`src/rtl/audio_pkg.sv`:
```
// Shared definitions for the audio scheduler: command codes, FSM states and
// the default number of sound sources.
package audio_pkg;

  localparam int N_SRC_DEFAULT = 4;

  localparam logic [7:0] CMD_STOP    = 8'h00;
  localparam logic [3:0] CMD_ONESHOT = 4'h1;
  localparam logic [3:0] CMD_LOOP    = 4'h2;

  typedef enum logic [1:0] {
    ST_IDLE,
    ST_GRANT,
    ST_PLAY,
    ST_GAP
  } state_e;

endpackage

```
`src/rtl/audio_prio_enc.sv`:
```
// Combinational lowest-index-wins priority encoder with a valid flag.
module audio_prio_enc
  import audio_pkg::*;
#(
  parameter int N = N_SRC_DEFAULT
) (
  input  logic [N-1:0]         i_req,
  output logic [$clog2(N)-1:0] o_idx,
  output logic                 o_valid
);

  // NOTE: every combinational output gets a default first so no latch is inferred.
  always_comb begin
    o_idx   = '0;
    o_valid = 1'b0;
    // Scanning downwards lets the lowest set index overwrite any higher one.
    for (int i = N - 1; i >= 0; i--) begin
      if (i_req[i]) begin
        o_idx   = ($clog2(N))'(i);
        o_valid = 1'b1;
      end
    end
  end

endmodule

```
`src/rtl/audio_scheduler.sv`:
```
// Command-driven fixed-priority scheduler granting one sound source at a time.
// Define AUDIO_SCHED_FINISH_EN to let a stopped source play until it reports done.
module audio_scheduler
  import audio_pkg::*;
#(
  parameter int N_SRC      = N_SRC_DEFAULT,
  parameter int GAP_CYCLES = 1000
) (
  input  logic                     i_clk,
  input  logic                     i_rst,
  input  logic                     i_cmd_valid,
  input  logic [7:0]               i_cmd_data,
  input  logic [N_SRC-1:0]         i_src_pulse,
  input  logic [N_SRC-1:0]         i_src_done,
  output logic [N_SRC-1:0]         o_src_enable,
  output logic                     o_pulse,
  output logic [$clog2(N_SRC)-1:0] o_grant_id,
  output logic                     o_busy,
  output logic                     o_err
);

  localparam int IDX_W = $clog2(N_SRC);
  localparam int GAP_W = $clog2(GAP_CYCLES + 1);
`ifdef AUDIO_SCHED_FINISH_EN
  localparam bit STOP_CUTS = 1'b0;
`else
  localparam bit STOP_CUTS = 1'b1;
`endif

  state_e             state_q, state_d;
  logic [N_SRC-1:0]   pending_q, pending_d, loop_q, loop_d;
  logic [IDX_W-1:0]   grant_q, grant_d;
  logic [GAP_W-1:0]   gap_cnt_q, gap_cnt_d;
  logic [1:0]         play_cnt_q, play_cnt_d;
  logic               pulse_q, pulse_d, err_q, err_d;

  logic [N_SRC-1:0]   pending_upd, loop_upd, lower_mask;
  logic [IDX_W-1:0]   win_idx, cmd_idx;
  logic [3:0]         cmd_hi, cmd_lo;
  logic               win_valid, stop_cmd, cmd_in_range, active, play_over;

  assign cmd_hi       = i_cmd_data[7:4];
  assign cmd_lo       = i_cmd_data[3:0];
  assign cmd_idx      = cmd_lo[IDX_W-1:0];
  assign cmd_in_range = 32'(cmd_lo) < N_SRC;
  assign active       = (state_q == ST_GRANT) || (state_q == ST_PLAY);

  // The command is folded into pending/loop before any FSM decision sees them.
  always_comb begin
    pending_upd = pending_q;
    loop_upd    = loop_q;
    stop_cmd    = 1'b0;
    err_d       = 1'b0;
    if (i_cmd_valid) begin
      if (i_cmd_data == CMD_STOP) begin
        pending_upd = '0;
        loop_upd    = '0;
        stop_cmd    = 1'b1;
      end else if (cmd_in_range && (cmd_hi == CMD_ONESHOT || cmd_hi == CMD_LOOP)) begin
        if (cmd_hi == CMD_LOOP) loop_upd[cmd_idx] = 1'b1;
        if (!(active && cmd_idx == grant_q)) pending_upd[cmd_idx] = 1'b1;
      end else begin
        err_d = 1'b1;
      end
    end
  end

  always_comb begin
    for (int i = 0; i < N_SRC; i++) lower_mask[i] = i < int'(grant_q);
  end

  audio_prio_enc #(.N(N_SRC)) u_prio_enc (
    .i_req   (pending_upd),
    .o_idx   (win_idx),
    .o_valid (win_valid)
  );

  always_comb begin
    state_d    = state_q;
    pending_d  = pending_upd;
    loop_d     = loop_upd;
    grant_d    = grant_q;
    gap_cnt_d  = gap_cnt_q;
    play_cnt_d = play_cnt_q;
    play_over  = 1'b0;
    case (state_q)
      ST_IDLE: begin
        if (win_valid) begin
          state_d            = ST_GRANT;
          grant_d            = win_idx;
          pending_d[win_idx] = 1'b0;
        end
      end
      ST_GRANT: begin
        state_d    = ST_PLAY;
        play_cnt_d = '0;
      end
      ST_PLAY: begin
        if (play_cnt_q != 2'd2) play_cnt_d = play_cnt_q + 2'd1;
        // Done is still high from idle when enable rises, so ignore it for two cycles.
        play_over = (|(pending_upd & lower_mask))
                  || (STOP_CUTS && stop_cmd)
                  || (i_src_done[grant_q] && play_cnt_q == 2'd2);
        if (play_over) begin
          state_d   = ST_GAP;
          gap_cnt_d = '0;
          if (loop_upd[grant_q]) pending_d[grant_q] = 1'b1;
        end
      end
      ST_GAP: begin
        if (gap_cnt_q == GAP_W'(GAP_CYCLES - 1)) begin
          state_d   = ST_IDLE;
          gap_cnt_d = '0;
        end else begin
          gap_cnt_d = gap_cnt_q + GAP_W'(1);
        end
      end
      default: state_d = ST_IDLE;
    endcase
  end

  assign pulse_d = (state_d == ST_PLAY) ? i_src_pulse[grant_d] : 1'b0;

  // NOTE: state uses non-blocking assignments and every flop has an async reset.
  always_ff @(posedge i_clk or posedge i_rst) begin
    if (i_rst) begin
      state_q    <= ST_IDLE;
      pending_q  <= '0;
      loop_q     <= '0;
      grant_q    <= '0;
      gap_cnt_q  <= '0;
      play_cnt_q <= '0;
      pulse_q    <= 1'b0;
      err_q      <= 1'b0;
    end else begin
      state_q    <= state_d;
      pending_q  <= pending_d;
      loop_q     <= loop_d;
      grant_q    <= grant_d;
      gap_cnt_q  <= gap_cnt_d;
      play_cnt_q <= play_cnt_d;
      pulse_q    <= pulse_d;
      err_q      <= err_d;
    end
  end

  assign o_src_enable = (state_q == ST_PLAY) ? (N_SRC'(1) << grant_q) : '0;
  assign o_pulse      = pulse_q;
  assign o_grant_id   = grant_q;
  assign o_busy       = state_q != ST_IDLE;
  assign o_err        = err_q;

endmodule

```
`config.mk`:
```
export PLATFORM = sky130hd
export DESIGN_NAME = audio_scheduler
export DESIGN_NICKNAME = d
export VERILOG_FILES = /design/src/rtl/audio_pkg.sv /design/src/rtl/audio_prio_enc.sv /design/src/rtl/audio_scheduler.sv
export SDC_FILE = /design/constraint.sdc
export NUM_CORES = 1
export LEC_CHECK = 0
export ABC_CLOCK_PERIOD_IN_PS = 4600
export BUFFER_PORTS_ARGS = -buffer_cell sky130_fd_sc_hd__buf_2
export CORE_MARGIN = 4
export CORE_UTILIZATION = 30
export DETAILED_ROUTE_END_ITERATION = 8
export SLEW_MARGIN = 0
export SYNTH_ARGS = -nofsm -noshare
export SYNTH_HDL_FRONTEND = slang
export SYNTH_HIERARCHICAL = 1
export SYNTH_SLANG_ARGS = --single-unit
```
`constraint.sdc`:
```
create_clock -name i_clk -period 4.6 [get_ports i_clk]
set_input_delay 0.23 -clock i_clk [delete_from_list [all_inputs] [get_ports i_clk]]
set_output_delay 0.23 -clock i_clk [all_outputs]
set_load 0.1 [all_outputs]
```
==> results.py <==
metrics = {
    "finish": {
        "layout_common_cells": "27 x buf_2, 26 x dfrtp_1, 18 x inv_1",
        "drive_gt1_frac": 0.210,
        "n_antenna_cell": 0,
        "layout.core_utilization": 0.350,
        "final_common_cell": "buf_2",
        "layout.cell_area.non_filler_um2": 2100,
        "post_synthesis_to_final_layout_area_growth_pct": 12.3,
        "layoutNonFillerInstCount": 299,
        "final_nets": 250,
    },
    "critical_path": {
        "worst_setup_path_start_kind": "input pin",
        "critical_path_class": "in2reg",
        "crit_family": "simple AND/OR/NAND/NOR gates",
        "critPathMaxFanout": 5,
        "cpPeakStageDelay_ns": 0.57,
        "cp_slowest_cell": "or4_4",
        "required_ns": 4.77,
        "crit_path_end_kind": "flop",
        "worst_path_arrival_ns": 2.97,
        "worstPathCellList": "buf_2 > or4_4 > nor3_1 > a31o_2 > a21oi_1 > nor2_1 > nand2_1 > nand2_1 > mux2_2 > mux4_2 > and3_1",
        "critPathBufInv": 1,
        "path_common_cell": "nand2_1",
    },
    "timing": {
        "grt_setup_unrepaired": "no",
        "timing.final.setup_violations": 0,
        "timing.max_slew.rel_slack": 0.291,
        "post-route-worst-setup-slack_ns": 1.81,
        "report.final.slew_viol_count": 0,
        "timing.final.crit_share": 0.607,
        "fin_worst_hold_slack_ns": 0.200,
        "setup-tns-final_ns": 0,
        "max_clock_freq_ghz": 0.358,
        "clock_period_minus_final_worst_setup_slack_ns": 2.79,
        "finalHoldViolations": 0,
        "timing_worst_slew_pin_value_ns": 1.06,
        "skew_ns": 0.00596,
    },
    "route": {
        "route.detailed.wl_per_inst_um": 14.8,
        "post_drt_via_cell_ratio": 5.48,
        "detail_route.iter0.violations": 117,
        "final_antenna_net_count": 0,
        "vias": 1639,
        "drc": 0,
        "dr.pass1.iters": 5,
        "drt-total-wl_um": 4430,
    },
    "yosys": {
        "synth_cells": 202,
        "synth.yosys.seq_area_share": 0.348,
        "postSynth.asyncResetShare": 1.00,
        "yosys_warnings": 6,
        "synthesis.area_um2": 1870,
        "most_used_dff_post_synth": "dfrtp_1",
        "synthesis.nets": 227,
        "synthDistinctLibCells": 56,
        "postSynthRegisterBits": 26,
        "synth_edf_count": 0,
        "syn_area_per_cell_um2": 9.25,
    },
    "placed_design": {
        "placedCellCount": 295,
        "hpwl_um": 3330,
        "dp_slack_ns": 1.48,
        "placed_area_um2": 2030,
        "gp_congestion": 0.832,
        "io_buffer_count": 27,
    },
    "floorplanning": {
        "die_x_um": 86.9,
        "io_pins": 28,
        "fp_rows": 28,
        "die_area_um2": 7560,
        "initial_utilization": 0.312,
        "core_area_um2": 5990,
        "die_y_um": 86.9,
    },
    "cts": {
        "tritoncts_clock_tree": "done",
        "h-tree-depth": 1,
        "numCtsBuffers": 3,
        "cts_num_sinks": 26,
        "cts_hold_buffers": 0,
        "cts-resized-gates": 0,
        "clock_tree.buffer_depth": 2,
        "post_cts_buffers": 0,
        "clkSlewWorstSetupHoldPaths_ns": 0.10,
        "cts_root_buf": "clkbuf_8",
        "insertion_delay_ns": 0.27,
    },
    "power": {
        "total_leakage_power_nw": 0.903,
        "power.density_cell_area_nw_per_um2": 506,
        "power_mw": 1.06,
        "ir_worst_vdd_v": 0.000440,
    },
    "global_route": {
        "grt.total_usage": 0.127,
        "global_route.overflow_total": 0,
        "grt_start_max_net_pins": 27,
        "grt_pass1_vias": 1646,
        "antenna_found_initial": 0,
        "global_route_wire_length_before_repair_um": 7800,
    },
    "status": {
        "status": "completed",
    },
    "min_path": {
        "min-delay-path-class": "in2async",
    },
    "run": {
        "maxCapViolations": 0,
    },
}
-- layer usage --
metal / up-vias / wire (um) / global-route usage
li1: 805 / - / -
met1: 801 / 2160 / 0.173
met2: 31 / 2130 / 0.212
met3: 2 / 109 / 0.0199
met4: 0 / 34 / 0.0255
met5: - / 0 / 0
-- cell families (layout without fill, tap and decap cells) --
| logic type | Yosys count | after routing | share of synthesized area |
|---|---|---|---|
| buf+inv | 27 | 49 | 0.0736 |
| flops | 26 | 26 | 0.348 |
| mux | 6 | 6 | 0.0482 |
| fa+ha+maj | 7 | 7 | 0.0455 |
| compound gates | 60 | 60 | 0.261 |
| simple gates | 72 | 72 | 0.205 |
| xor+xnor | 4 | 4 | 0.0187 |
-- registers in the layout, indices dropped and copies added (netlist names) --
register and flops:
gap_cnt_q 10, loop_q 4, o_err 1, o_grant_id 2, o_pulse 1, pending_q 4
play_cnt_q 2, state_q 2
-- path summary, 6_finish.rpt --
path / from / endpoint / slack [ns] / cells past startpoint
max: i_cmd_data[2] / o_pulse$_DFF_PP0_ / 1.81 / 11
min: i_rst / loop_q[1]$_DFF_PP0_ / 0.20 / 2
max reg2reg: state_q[0]$_DFF_PP0_ / o_pulse$_DFF_PP0_ / 1.84 / 11
min reg2reg: loop_q[0]$_DFF_PP0_ / loop_q[0]$_DFF_PP0_ / 0.51 / 2
max in group asynchronous: i_rst / gap_cnt_q[0]$_DFFE_PP0P_ / 3.76 / 2
min in group i_clk: i_cmd_valid / o_err$_DFF_PP0_ / 0.24 / 2
-- power breakdown --
group	internal (mW)	switching, mW
sequential	0.271	0.0543
clock	0.116	0.0761
combinational	0.167	0.378
-- synth_stat cells, drive strengths merged, types with 2 or more instances --
library cell / instances / area share
buf: 6 / 0.026
nand4: 2 / 0.0067
nor4: 2 / 0.010
dfrtp: 26 / 0.35
and2: 3 / 0.010
o31a: 2 / 0.010
a21oi: 10 / 0.029
a2bb2oi: 3 / 0.014
o21a: 2 / 0.0080
nand2b: 2 / 0.0067
a41oi: 2 / 0.0094
and3: 4 / 0.013
a22o: 2 / 0.0094
a32o: 5 / 0.027
nand3b: 2 / 0.0080
mux4: 2 / 0.024
clkbuf: 3 / 0.011
xnor2: 3 / 0.014
inv: 18 / 0.036
o22ai: 3 / 0.017
mux2: 4 / 0.024
a221o: 5 / 0.027
or4: 2 / 0.010
nor3b: 2 / 0.0080
o211ai: 4 / 0.023
nor3: 7 / 0.019
nor2: 17 / 0.034
a31oi: 4 / 0.013
ha: 6 / 0.040
nand2: 13 / 0.026
o21ai: 8 / 0.021
nand3: 8 / 0.021
nor2b: 3 / 0.010
o41ai: 2 / 0.013
o32ai: 2 / 0.0094
nand4b: 2 / 0.0094
or2: 2 / 0.0067
-- worst reg2reg max path: stages (launching register included) --
cell,delay [ns]
dfrtp_1,0.44
inv_1,0.10
ha_1,0.34
nand3_1,0.10
a31oi_1,0.09
a31oi_1,0.35
nor2_1,0.09
nand2_1,0.09
nand2_1,0.12
mux2_2,0.28
mux4_2,0.48
and3_1,0.19
-- layout make-up --
cell class / instances / area (um^2)
clock inverter: 1 / 30.0
multi-input combinational: 149 / 1080
timing repair buffer: 27 / 135
fill: 614 / 3890
inverter: 18 / 67.6
sequential: 26 / 651
clock buffer: 3 / 41.3
tap: 75 / 93.8
(Power assumes the default switching activity.)
